--- src/rtl/draw_square.sv ---
// rtl/draw_square.sv - rasterises one (x, y, colour) request into a SIZE x SIZE pixel burst.
// Optional screen-edge clipping is enabled by defining DRAW_SQUARE_CLIP_EN.
module draw_square #(
  parameter int SIZE     = 4,
  parameter int SCREEN_W = 160,
  parameter int SCREEN_H = 120
) (
  input  logic       clock,
  input  logic       clear_b,
  input  logic       start,
  input  logic [7:0] square_x,
  input  logic [6:0] square_y,
  input  logic [2:0] colour_in,
  output logic       ready,
  output logic [7:0] vga_x,
  output logic [6:0] vga_y,
  output logic [2:0] vga_colour,
  output logic       plot,
  output logic       done
);

  typedef enum logic [1:0] {
    S_IDLE = 2'd0,
    S_DRAW = 2'd1,
    S_DONE = 2'd2
  } state_t;

  localparam logic [3:0] LAST = 4'(SIZE - 1);

`ifdef DRAW_SQUARE_CLIP_EN
  localparam int XW = 9;
  localparam int YW = 8;
`else
  localparam int XW = 8;
  localparam int YW = 7;
`endif

  state_t     state_q, state_d;
  logic [7:0] sx_q, sx_d;
  logic [6:0] sy_q, sy_d;
  logic [2:0] col_q, col_d;
  logic [3:0] dx_q, dx_d;
  logic [3:0] dy_q, dy_d;
  logic [7:0] vga_x_q, vga_x_d;
  logic [6:0] vga_y_q, vga_y_d;
  logic [2:0] vga_col_q, vga_col_d;
  logic       plot_q, plot_d;
  logic       done_q, done_d;
  logic       ready_q, ready_d;

  // Pixel selected for the next output cycle, and its screen coordinates
  logic          load_pix;
  logic [7:0]    pix_sx;
  logic [6:0]    pix_sy;
  logic [3:0]    pix_dx;
  logic [3:0]    pix_dy;
  logic [2:0]    pix_col;
  logic [XW-1:0] sum_x;
  logic [YW-1:0] sum_y;

  always_ff @(posedge clock or negedge clear_b) begin
    if (!clear_b) begin
      state_q   <= S_IDLE;
      sx_q      <= '0;
      sy_q      <= '0;
      col_q     <= '0;
      dx_q      <= '0;
      dy_q      <= '0;
      vga_x_q   <= '0;
      vga_y_q   <= '0;
      vga_col_q <= '0;
      plot_q    <= 1'b0;
      done_q    <= 1'b0;
      ready_q   <= 1'b1;
    end else begin
      state_q   <= state_d;
      sx_q      <= sx_d;
      sy_q      <= sy_d;
      col_q     <= col_d;
      dx_q      <= dx_d;
      dy_q      <= dy_d;
      vga_x_q   <= vga_x_d;
      vga_y_q   <= vga_y_d;
      vga_col_q <= vga_col_d;
      plot_q    <= plot_d;
      done_q    <= done_d;
      ready_q   <= ready_d;
    end
  end

  always_comb begin
    state_d   = state_q;
    sx_d      = sx_q;
    sy_d      = sy_q;
    col_d     = col_q;
    dx_d      = dx_q;
    dy_d      = dy_q;
    vga_x_d   = vga_x_q;
    vga_y_d   = vga_y_q;
    vga_col_d = vga_col_q;
    plot_d    = 1'b0;
    done_d    = 1'b0;
    ready_d   = 1'b1;
    load_pix  = 1'b0;
    pix_sx    = sx_q;
    pix_sy    = sy_q;
    pix_dx    = dx_q;
    pix_dy    = dy_q;
    pix_col   = col_q;

    unique case (state_q)
      S_IDLE, S_DONE: begin
        // DONE accepts a request exactly like IDLE so squares can run back to back
        if (start) begin
          sx_d     = square_x;
          sy_d     = square_y;
          col_d    = colour_in;
          dx_d     = '0;
          dy_d     = '0;
          state_d  = S_DRAW;
          ready_d  = 1'b0;
          load_pix = 1'b1;
          pix_sx   = square_x;
          pix_sy   = square_y;
          pix_dx   = '0;
          pix_dy   = '0;
          pix_col  = colour_in;
        end else begin
          state_d = S_IDLE;
        end
      end
      S_DRAW: begin
        if (dx_q == LAST && dy_q == LAST) begin
          state_d = S_DONE;
          done_d  = 1'b1;
        end else begin
          ready_d  = 1'b0;
          load_pix = 1'b1;
          if (dx_q == LAST) begin
            dx_d = '0;
            dy_d = dy_q + 4'd1;
          end else begin
            dx_d = dx_q + 4'd1;
          end
          pix_dx = dx_d;
          pix_dy = dy_d;
        end
      end
      default: state_d = S_IDLE;
    endcase

    sum_x = XW'(pix_sx) + XW'(pix_dx);
    sum_y = YW'(pix_sy) + YW'(pix_dy);

    if (load_pix) begin
      vga_x_d   = sum_x[7:0];
      vga_y_d   = sum_y[6:0];
      vga_col_d = pix_col;
`ifdef DRAW_SQUARE_CLIP_EN
      plot_d    = (int'(sum_x) < SCREEN_W) && (int'(sum_y) < SCREEN_H);
`else
      plot_d    = 1'b1;
`endif
    end
  end

  assign ready      = ready_q;
  assign vga_x      = vga_x_q;
  assign vga_y      = vga_y_q;
  assign vga_colour = vga_col_q;
  assign plot       = plot_q;
  assign done       = done_q;

endmodule

--- config.mk ---
export PLATFORM = sky130hd
export DESIGN_NAME = draw_square
export DESIGN_NICKNAME = d
export VERILOG_FILES = /design/src/rtl/draw_square.sv
export SDC_FILE = /design/constraint.sdc
export NUM_CORES = 1
export LEC_CHECK = 0
export BUFFER_PORTS_ARGS = -buffer_cell sky130_fd_sc_hd__buf_2
export CORE_ASPECT_RATIO = 1.25
export CORE_MARGIN = 1.5
export CORE_UTILIZATION = 25
export DETAILED_ROUTE_END_ITERATION = 16
export PLACE_DENSITY_LB_ADDON = 0.05
export SYNTH_ARGS = -nofsm -noshare
export SYNTH_HDL_FRONTEND = slang
export SYNTH_SLANG_ARGS = --single-unit
--- constraint.sdc ---
create_clock -name clock -period 2.8 [get_ports clock]
set_input_delay 0.28 -clock clock [delete_from_list [all_inputs] [get_ports clock]]
set_output_delay 0.28 -clock clock [all_outputs]
set_load 0.01 [all_outputs]
# Yosys cells after proc, flatten, opt, wreduce, memory -nomap -nowiden
# Index checks and enable logic that the tools add are counted.
[classes]
eq_ne = 5
add_sub_neg = 4
n_reduce_logical = 3
muxes = 25
[ops]
columns = ["op", "count"]
rows = [
  ["4-bit two-way mux", 6],
  ["8-bit two-way mux", 2],
  ["4-bit case mux with 2 select lines", 2],
  ["7-bit two-way mux", 2],
  ["4-bit by 1-bit adder with 4-bit output, second input constant", 2],
  ["8-bit by 4-bit adder with 8-bit output", 1],
  ["4-bit by 2-bit equality test with 1-bit output, second input constant", 2],
  ["7-bit by 4-bit adder with 7-bit output", 1],
  ["1-bit two-way mux", 7],
  ["3-bit two-way mux", 2],
  ["1-bit case mux with 2 select lines", 2],
  ["2-bit case mux with 2 select lines", 1],
  ["2-bit by 1-bit equality test with 1-bit output, second input constant", 1],
  ["2-bit equality test, second input constant", 1],
  ["2-bit zero test", 1],
  ["2-bit two-way mux", 1],
  ["2-bit != test, second input constant", 1],
  ["2-bit OR reduction", 1],
  ["1-bit logical AND", 1],
]
[totals]
input_bits = 21
elab_cells = 49
regBits = 49

# Longest topological paths before layout
# Gate-level depths: netlist of run 1.
[depth]
word_depth = 5
ltp_mapped = 13

# Worst setup path after synthesis of run 1
# OpenSTA, ideal clock, no wires.
[synth_path]
path_type = "register to register"
from = "register dx_q[0]"
to = "register vga_y_q[6] (netlist: vga_y[6])"
path_slack_ns = -0.175
path_stages_with_launch = 12
synth_period_minus_slack_ns = 2.975
setup_ns = 0.120
arrival_ns = 2.855
path_cell_list = "dfrtp_1 > ha_1 > or3b_4 > nor3_4 > mux2i_1 > ha_1 > inv_1 > fa_1 > nand2b_1 > o2bb2ai_1 > or3_1 > a31o_1"
[synth_between]
elab_chain_cells = 5
[synth_rtl]
columns = ["item", "line", "rtl"]
rows = [
  ["start: declaration", "42", "logic [3:0] dx_q, dx_d;"],
  ["start signal: assignment", "67", "dx_q <= '0;"],
  ["start signal: assignment", "80", "dx_q <= dx_d;"],
  ["4-bit by 2-bit equality test with 1-bit output (*)", "139", "if (dx_q == LAST) begin"],
  ["4-bit two-way mux / 1-bit logical AND (equally long branches)", "139, 133", ""],
  ["4-bit two-way mux (*)", "--", ""],
  ["4-bit case mux with 2 select lines (*)", "111", "unique case (state_q)"],
  ["net dy_d[0]", "43", "logic [3:0] dy_q, dy_d;"],
  ["7-bit by 4-bit adder with 7-bit output (*)", "153", "sum_y = YW'(pix_sy) + YW'(pix_dy);"],
  ["end signal: assignment", "83", "vga_y_q <= vga_y_d;"],
  ["end: declaration", "45", "logic [6:0] vga_y_q, vga_y_d;"],
]
# The timed path passes the listed nets; every way through them passes the cells marked *.
# A chain may end at the register's enable or synchronous reset.

# Worst setup path in the final report of run 1
[layout_path]
from = "register dx_q[0]"
to = "register vga_y_q[6] (netlist: vga_y[6])"
[layout_between]
elab_chain_cells = 5
[layout_rtl]
columns = ["item", "line"]
rows = [
  ["4-bit by 2-bit equality test with 1-bit output (*)", "133, 139"],
  ["4-bit two-way mux / 1-bit logical AND (equally long branches)", "139, 133"],
  ["4-bit two-way mux", "--"],
  ["4-bit case mux with 2 select lines", "111"],
  ["7-bit by 4-bit adder with 7-bit output", "153"],
]
# Every way passes the cells marked *; elsewhere a longest branch is shown, timed or not.

==> impl_metrics.py, run 1 <==
metrics = {
    "die": {
        "io_pins": 42,
        "die_x_um": 92.3,
        "core.rowCount": 40,
        "die_y_um": 115,
        "fp.dieArea_um2": 10600,
        "core-area_um2": 9660,
        "start_util_pct": 25.8,
    },
    "synth": {
        "ys_ff_latch": 49,
        "ys_types": 47,
        "synth.area.mux_share_pct": 9.74,
        "synthArstFlopShare_pct": 100,
        "synth_compound_gate_area_share_pct": 10.9,
        "post-synth-top-area-cell": "dfrtp_1",
        "synth_flop_cell": "dfrtp_1",
        "synth_area_leaders": "dfrtp_1 (48%), nand2_1 (6.6%), ha_1 (5.0%)",
        "synthCells": 224,
        "syn_nets": 257,
        "synth_edf_count": 0,
        "synth_top_family_by_area": "simple AND/OR/NAND/NOR gates",
        "synth_common_cells": "dfrtp_1 (48), nand2_1 (44), nand3_1 (11)",
        "yosys_warnings": 0,
        "syn_avg_cell_area_um2": 11.1,
        "yosysMostFrequentCell": "dfrtp_1",
        "syn_area_um2": 2490,
        "yosysSeqAreaShare_pct": 49.3,
        "yosys.area_share.simple_pct": 17.4,
        "netlist.area_leader.share_pct": 48.2,
        "synth_fa_ha_area_share_pct": 6.63,
        "synth_xor_area_share_pct": 2.11,
    },
    "timing": {
        "layout_setup_ws_ns": -0.0132,
        "finalSetupViolCount": 1,
        "tns_ns": -0.0132,
        "worst_pin_slew_ns": 0.666,
        "min_period_over_period_pct": 100,
        "max_clock_freq_ghz": 0.355,
        "rsz0062_at_grt": "yes",
        "skew_ns": 0.00897,
        "finalCriticalPeriod_ns": 2.81,
        "hold_viol": 0,
        "report.final.slew_viol_count": 0,
        "max_slew_margin_pct": 55.6,
    },
    "placement": {
        "portBuffers": 41,
        "hpwl_mm": 4.59,
        "place_congestion": 0.745,
        "place_area_um2": 3050,
    },
    "critical_path": {
        "critPathLaunchType": "register",
        "regToRegStartpoint": "dx_q[0]$_DFF_PN0_",
        "cp_data_required_time_ns": 2.99,
        "startpoint": "dx_q[0]$_DFF_PN0_",
        "rr_worst_depth": 11,
        "crit_arrival_ns": 3.01,
        "path_class": "reg -> reg",
        "end_kind": "register",
        "crit_fanout": 3,
        "reg2reg_slack_ns": -0.01,
    },
    "clocking": {
        "cts_sinks": 49,
        "cts_buffers": 5,
        "clk_pin_slew_worst_paths_ns": 0.07,
        "cts_tree": "built",
        "cts_hold_buf": 0,
        "clk_latency_ns": 0.30,
        "htreeDepth": 2,
        "clockBufferDepth": 2,
        "ctsRootBufferMaster": "clkbuf_16",
    },
    "route": {
        "drc": 0,
        "first_pass_iters": 4,
        "vias_per_cell": 4.41,
        "drt_iter0_drc": 39,
        "via_count": 1879,
        "routed_wl_mm": 6.10,
        "wl_per_cell_um": 14.3,
        "ant_nets": 0,
    },
    "global_route": {
        "grt_usage_pct": 12.8,
        "grt_pass1_vias": 1924,
        "grt_max_degree": 50,
        "antenna_found_initial": 0,
        "grt.overflow.total": 0,
        "grt_pass1_wl_mm": 10.1,
    },
    "outcome": {
        "violations": "negative setup slack",
        "status": "finished with violations",
    },
    "final_layout": {
        "nNetsFinal": 332,
        "area_growth_pct": 31.6,
        "drive_above_1_share_pct": 41.0,
        "n_fill_cell": 996,
        "antenna_cells": 0,
        "stdcell_area_um2": 3280,
    },
    "power": {
        "ir_drop_mv": 0.353,
        "power_density_nw_per_um2": 1150,
        "p_leak_nw": 1.62,
    },
    "job": {
        "drv_cap": 0,
    },
    "worst_hold_path": {
        "hp-class": "in -> async",
    },
}
[cells by family (layout without fill, tap and decap cells)]
kind of cell	Yosys count	count (layout)
and+or+nand+nor	84	84
DFF	49	49
AOI/OAI and AO/OA	39	39
muxes	20	20
buffers and inverters	14	90
adders and majority gates	12	12
xor gates and xnor gates	6	6
[placed cells by master, fill, tap and decap left out, types with 2 or more instances in the layout]
cell,instances
a31oi_1,2
inv_1,4
mux2_4,7
o21ai_0,9
nor3_1,3
a211oi_2,2
nand2_1,44
a21o_1,4
nor2_1,4
mux2i_1,5
ha_2,4
mux2_2,6
fa_2,2
nor3b_4,2
o31ai_1,3
xor2_1,3
buf_4,36
and3_1,4
clkbuf_16,5
dfrtp_1,48
xnor2_1,3
nand3_1,10
a21oi_1,6
a31o_1,2
ha_1,6
mux2i_2,2
buf_2,41
nand2b_1,3
[routing by layer]
layer	track usage, %	part of all wire, %	vias up
li1	-	-	932
met1	16.5	46	913
met2	20.5	48	27
met3	2.86	3.6	7
met4	5.54	1.9	0
met5	0	0	-
[repair_timing]
action / in CTS / in global routing
resized for setup: 1 / 11
setup endpoints to repair: 4 / 7
pin swaps: 4 / 4
buffers inserted: 1 / 3
[flip-flops by register name, indices dropped and copies added (netlist names)]
register    flops
done            1
col_q           3
dy_q            4
sx_q            8
dx_q            4
ready           1
state_q         2
vga_x           8
vga_colour      3
vga_y           7
sy_q            7
plot            1
[where the power goes]
part / leakage [nW] / switching [mW] / internal [mW] / total (mW)
sequential: 0.601 / 0.137 / 1.03 / 1.17
combinational: 0.947 / 0.962 / 1.01 / 1.97
clock: 0.0704 / 0.292 / 0.336 / 0.629
[path summary, 6_finish.rpt]
kind,end
worst min register to register,col_q[2]$_DFF_PN0_
worst max-delay path,vga_y[6]$_DFFE_PN0P_
worst min-delay path,vga_x[0]$_DFFE_PN0P_
min in group clock,col_q[0]$_DFF_PN0_
worst max register to register,vga_y[6]$_DFFE_PN0P_
max in group asynchronous,done$_DFF_PN0_
[critical path, stage by stage, from the launching register on]
cell	delay, ns
dfrtp_1	0.36
ha_2	0.18
or3b_4	0.39
nor3_4	0.16
buf_4	0.15
mux2i_2	0.07
or2_1	0.24
fa_2	0.39
nand2b_4	0.15
o2bb2ai_4	0.14
or3_1	0.30
a31o_1	0.18
[area by class of cell]
| cell class | count | area, um2 | area share [%] |
|---|---|---|---|
| Inverter | 5 | 18.8 | 0.572 |
| Clock inverter | 3 | 25.0 | 0.763 |
| Clock buffer | 5 | 125 | 3.82 |
| Tap cell | 126 | 158 | 4.81 |
| Timing Repair Buffer | 77 | 475 | 14.5 |
| Multi-Input combinational cell | 161 | 1250 | 38.1 |
| Sequential cell | 49 | 1230 | 37.4 |
[through the flow]
step	hold WS, ns	utilization (%)	cells	power [mW]	setup WS (ns)
after floorplan	-0.0156	-	224	2.40	-0.0915
after global placement	0.456	31.6	414	3.09	-0.0682
after detailed placement	0.461	31.6	414	3.10	-0.0974
after CTS	0.137	33.3	423	3.77	-0.0118
after global routing	0.167	34.0	426	4.10	-0.126
final	0.100	34.0	426	3.77	-0.0132
(Power assumes the default switching activity.)
==> run 2, diff against run 1 <==
--- a/config.mk
+++ b/config.mk
@@ -11,6 +11,7 @@
 export CORE_UTILIZATION = 25
 export DETAILED_ROUTE_END_ITERATION = 16
 export PLACE_DENSITY_LB_ADDON = 0.05
+export SKIP_LAST_GASP = 1
 export SYNTH_ARGS = -nofsm -noshare
 export SYNTH_HDL_FRONTEND = slang
 export SYNTH_SLANG_ARGS = --single-unit
==> constraint.sdc (replaced) <==
create_clock -name clock -period 3.4 [get_ports clock]
set_input_delay 0.34 -clock clock [delete_from_list [all_inputs] [get_ports clock]]
set_output_delay 0.34 -clock clock [all_outputs]
set_load 0.01 [all_outputs]
==> run 2 against run 1 <==
  * The run now ends clean
  * Non-clock buffer count shrank 30
  * Power shrank 23%
  * Clock skew about the same
  * Count of clock-buffer cells in the layout is 1 higher
  * Global-route usage shrank 0.63 points
  * Sequential cell count did not move
  * Critical path type unchanged
  * Largest power group unchanged
==> impl_metrics.py, run 2 (synthesized netlist as in run 1, its figures left out) <==
metrics = {
    "outcome": {
        "status": "finished clean",
    },
    "clocking": {
        "cts_buffers": 5,
        "ctsRootBufferMaster": "clkbuf_16",
        "cts_hold_buf": 0,
        "cts_tree": "built",
        "cts_setup_buffers": 0,
        "clockBufferDepth": 2,
        "htreeDepth": 2,
        "cts_sinks": 49,
        "clk_pin_slew_worst_paths_ns": 0.07,
        "cts-resized-gates": 0,
        "clk_latency_ns": 0.29,
    },
    "timing": {
        "report.final.slew_viol_count": 0,
        "worst_pin_slew_ns": 0.715,
        "finalSetupViolCount": 0,
        "hold_viol": 0,
        "skew_ns": 0.00924,
        "finalCriticalPeriod_ns": 3.20,
        "min_period_over_period_pct": 94.1,
        "max_clock_freq_ghz": 0.312,
        "hold_slack_ns": 0.0991,
        "max_slew_margin_pct": 52.3,
        "layout_setup_ws_ns": 0.200,
    },
    "job": {
        "drv_cap": 0,
    },
    "critical_path": {
        "cp_data_required_time_ns": 3.59,
        "path_depth": 11,
        "critPathLaunchType": "register",
        "end_kind": "register",
        "crit_top_cell": "ha_1",
        "crit_slowest_cell": "or3b_4",
        "cpPeakStageDelay_ns": 0.42,
        "crit_arrival_ns": 3.39,
        "worst-path-buf-inv": 1,
        "cpLargestDelayFamily": "simple AND/OR/NAND/NOR gates",
        "worstPathCellList": "ha_1 -> or3b_4 -> nor3_4 -> mux2i_2 -> ha_1 -> inv_1 -> fa_1 -> nand2b_1 -> o2bb2ai_1 -> or3_1 -> a31o_1",
        "crit_fanout": 4,
        "regToRegStartpoint": "dx_q[0]$_DFF_PN0_",
        "path_class": "reg -> reg",
        "reg2reg_slack_ns": 0.20,
        "startpoint": "dx_q[0]$_DFF_PN0_",
        "timing.critical_path.to": "vga_y[6]$_DFFE_PN0P_",
        "rr_worst_depth": 11,
        "reg2reg_to": "vga_y[6]$_DFFE_PN0P_",
    },
    "final_layout": {
        "antenna_cells": 0,
        "final_common_cell": "dfrtp_1",
        "nNetsFinal": 302,
        "drive_above_1_share_pct": 28.5,
        "final_cell_mix": "dfrtp_1 (48), nand2_1 (44), buf_2 (41), nand3_1 (11), ha_1 (10)",
        "area_growth_pct": 21.0,
    },
    "global_route": {
        "grt_pass1_vias": 1816,
        "antenna_found_initial": 0,
        "grt_max_degree": 31,
        "grt_usage_pct": 12.2,
        "grt.overflow.total": 0,
        "grt_pass1_wl_mm": 9.68,
    },
    "route": {
        "drc": 0,
        "via_count": 1748,
        "drt_iter0_drc": 50,
        "vias_per_cell": 4.41,
        "wl_per_cell_um": 14.7,
        "routed_wl_mm": 5.83,
        "ant_nets": 0,
        "first_pass_iters": 4,
    },
    "worst_hold_path": {
        "hp-class": "in -> async",
    },
    "power": {
        "power_density_nw_per_um2": 959,
        "p_leak_nw": 1.47,
        "ir_drop_mv": 0.254,
        "p_total_mw": 2.89,
    },
    "die": {
        "start_util_pct": 25.8,
        "io_pins": 42,
        "core.rowCount": 40,
        "fp.dieArea_um2": 10600,
        "core-area_um2": 9660,
        "die_x_um": 92.3,
        "die_y_um": 115,
    },
    "placement": {
        "hpwl_mm": 4.25,
        "portBuffers": 41,
        "pre_cts_ws_ns": 0.195,
        "place_congestion": 0.743,
    },
}
run 2: changes by cell type in the layout (fill, tap and decap cells not counted), sizes merged:
cell    before  now
inv          6    5
buf         77   47
bufinv       0    1
clkbuf       5    6
clkinv       1    0
run 2: area by class of cell:
class,instances,area [um2]
clock inverters,2,37.5
inverters,5,18.8
well taps,126,158
fillers,1002,6640
flip-flops and latches,49,1230
repair buffers,47,263
multi-input cells,161,1170
clock buffers,6,139
run 2: how the worst min path moves through the flow:
stage	from	endpoint	slack (ns)
3_5_place_dp	clear_b	sx_q[0]$_DFF_PN0_	0.45
2_1_floorplan	clear_b	col_q[0]$_DFF_PN0_	0.04
5_1_grt	clear_b	vga_x[0]$_DFFE_PN0P_	0.16
4_1_cts	clear_b	vga_x[0]$_DFFE_PN0P_	0.13
3_3_place_gp	clear_b	sx_q[0]$_DFF_PN0_	0.46
6_report	clear_b	vga_x[0]$_DFFE_PN0P_	0.1
run 2: layer usage:
metal	track usage, %	share of wire (%)	up-vias
li1	-	-	874
met1	15.9	48	847
met2	19.6	47	21
met3	2.59	2.6	6
met4	4.92	1.9	0
met5	0	0	-
run 2: power breakdown:
part / internal (mW) / switching [mW]
sequential: 0.848 / 0.124
combinational: 0.624 / 0.701
clock: 0.368 / 0.227
total: 1.84 / 1.05
run 2: metrics by stage:
| step | cell area (um2) | TNS [ns] | utilization, % | instances |
|---|---|---|---|---|
| 3_3_place_gp | 2840 | 0 | 29.4 | 388 |
| 3_5_place_dp | 2840 | 0 | 29.4 | 388 |
| 5_1_grt | 3020 | -0.00886 | 31.2 | 396 |
| 4_1_cts | 3010 | 0 | 31.2 | 396 |
| 6_report | 3020 | 0 | 31.2 | 396 |
| 2_1_floorplan | 2490 | 0 | - | 224 |
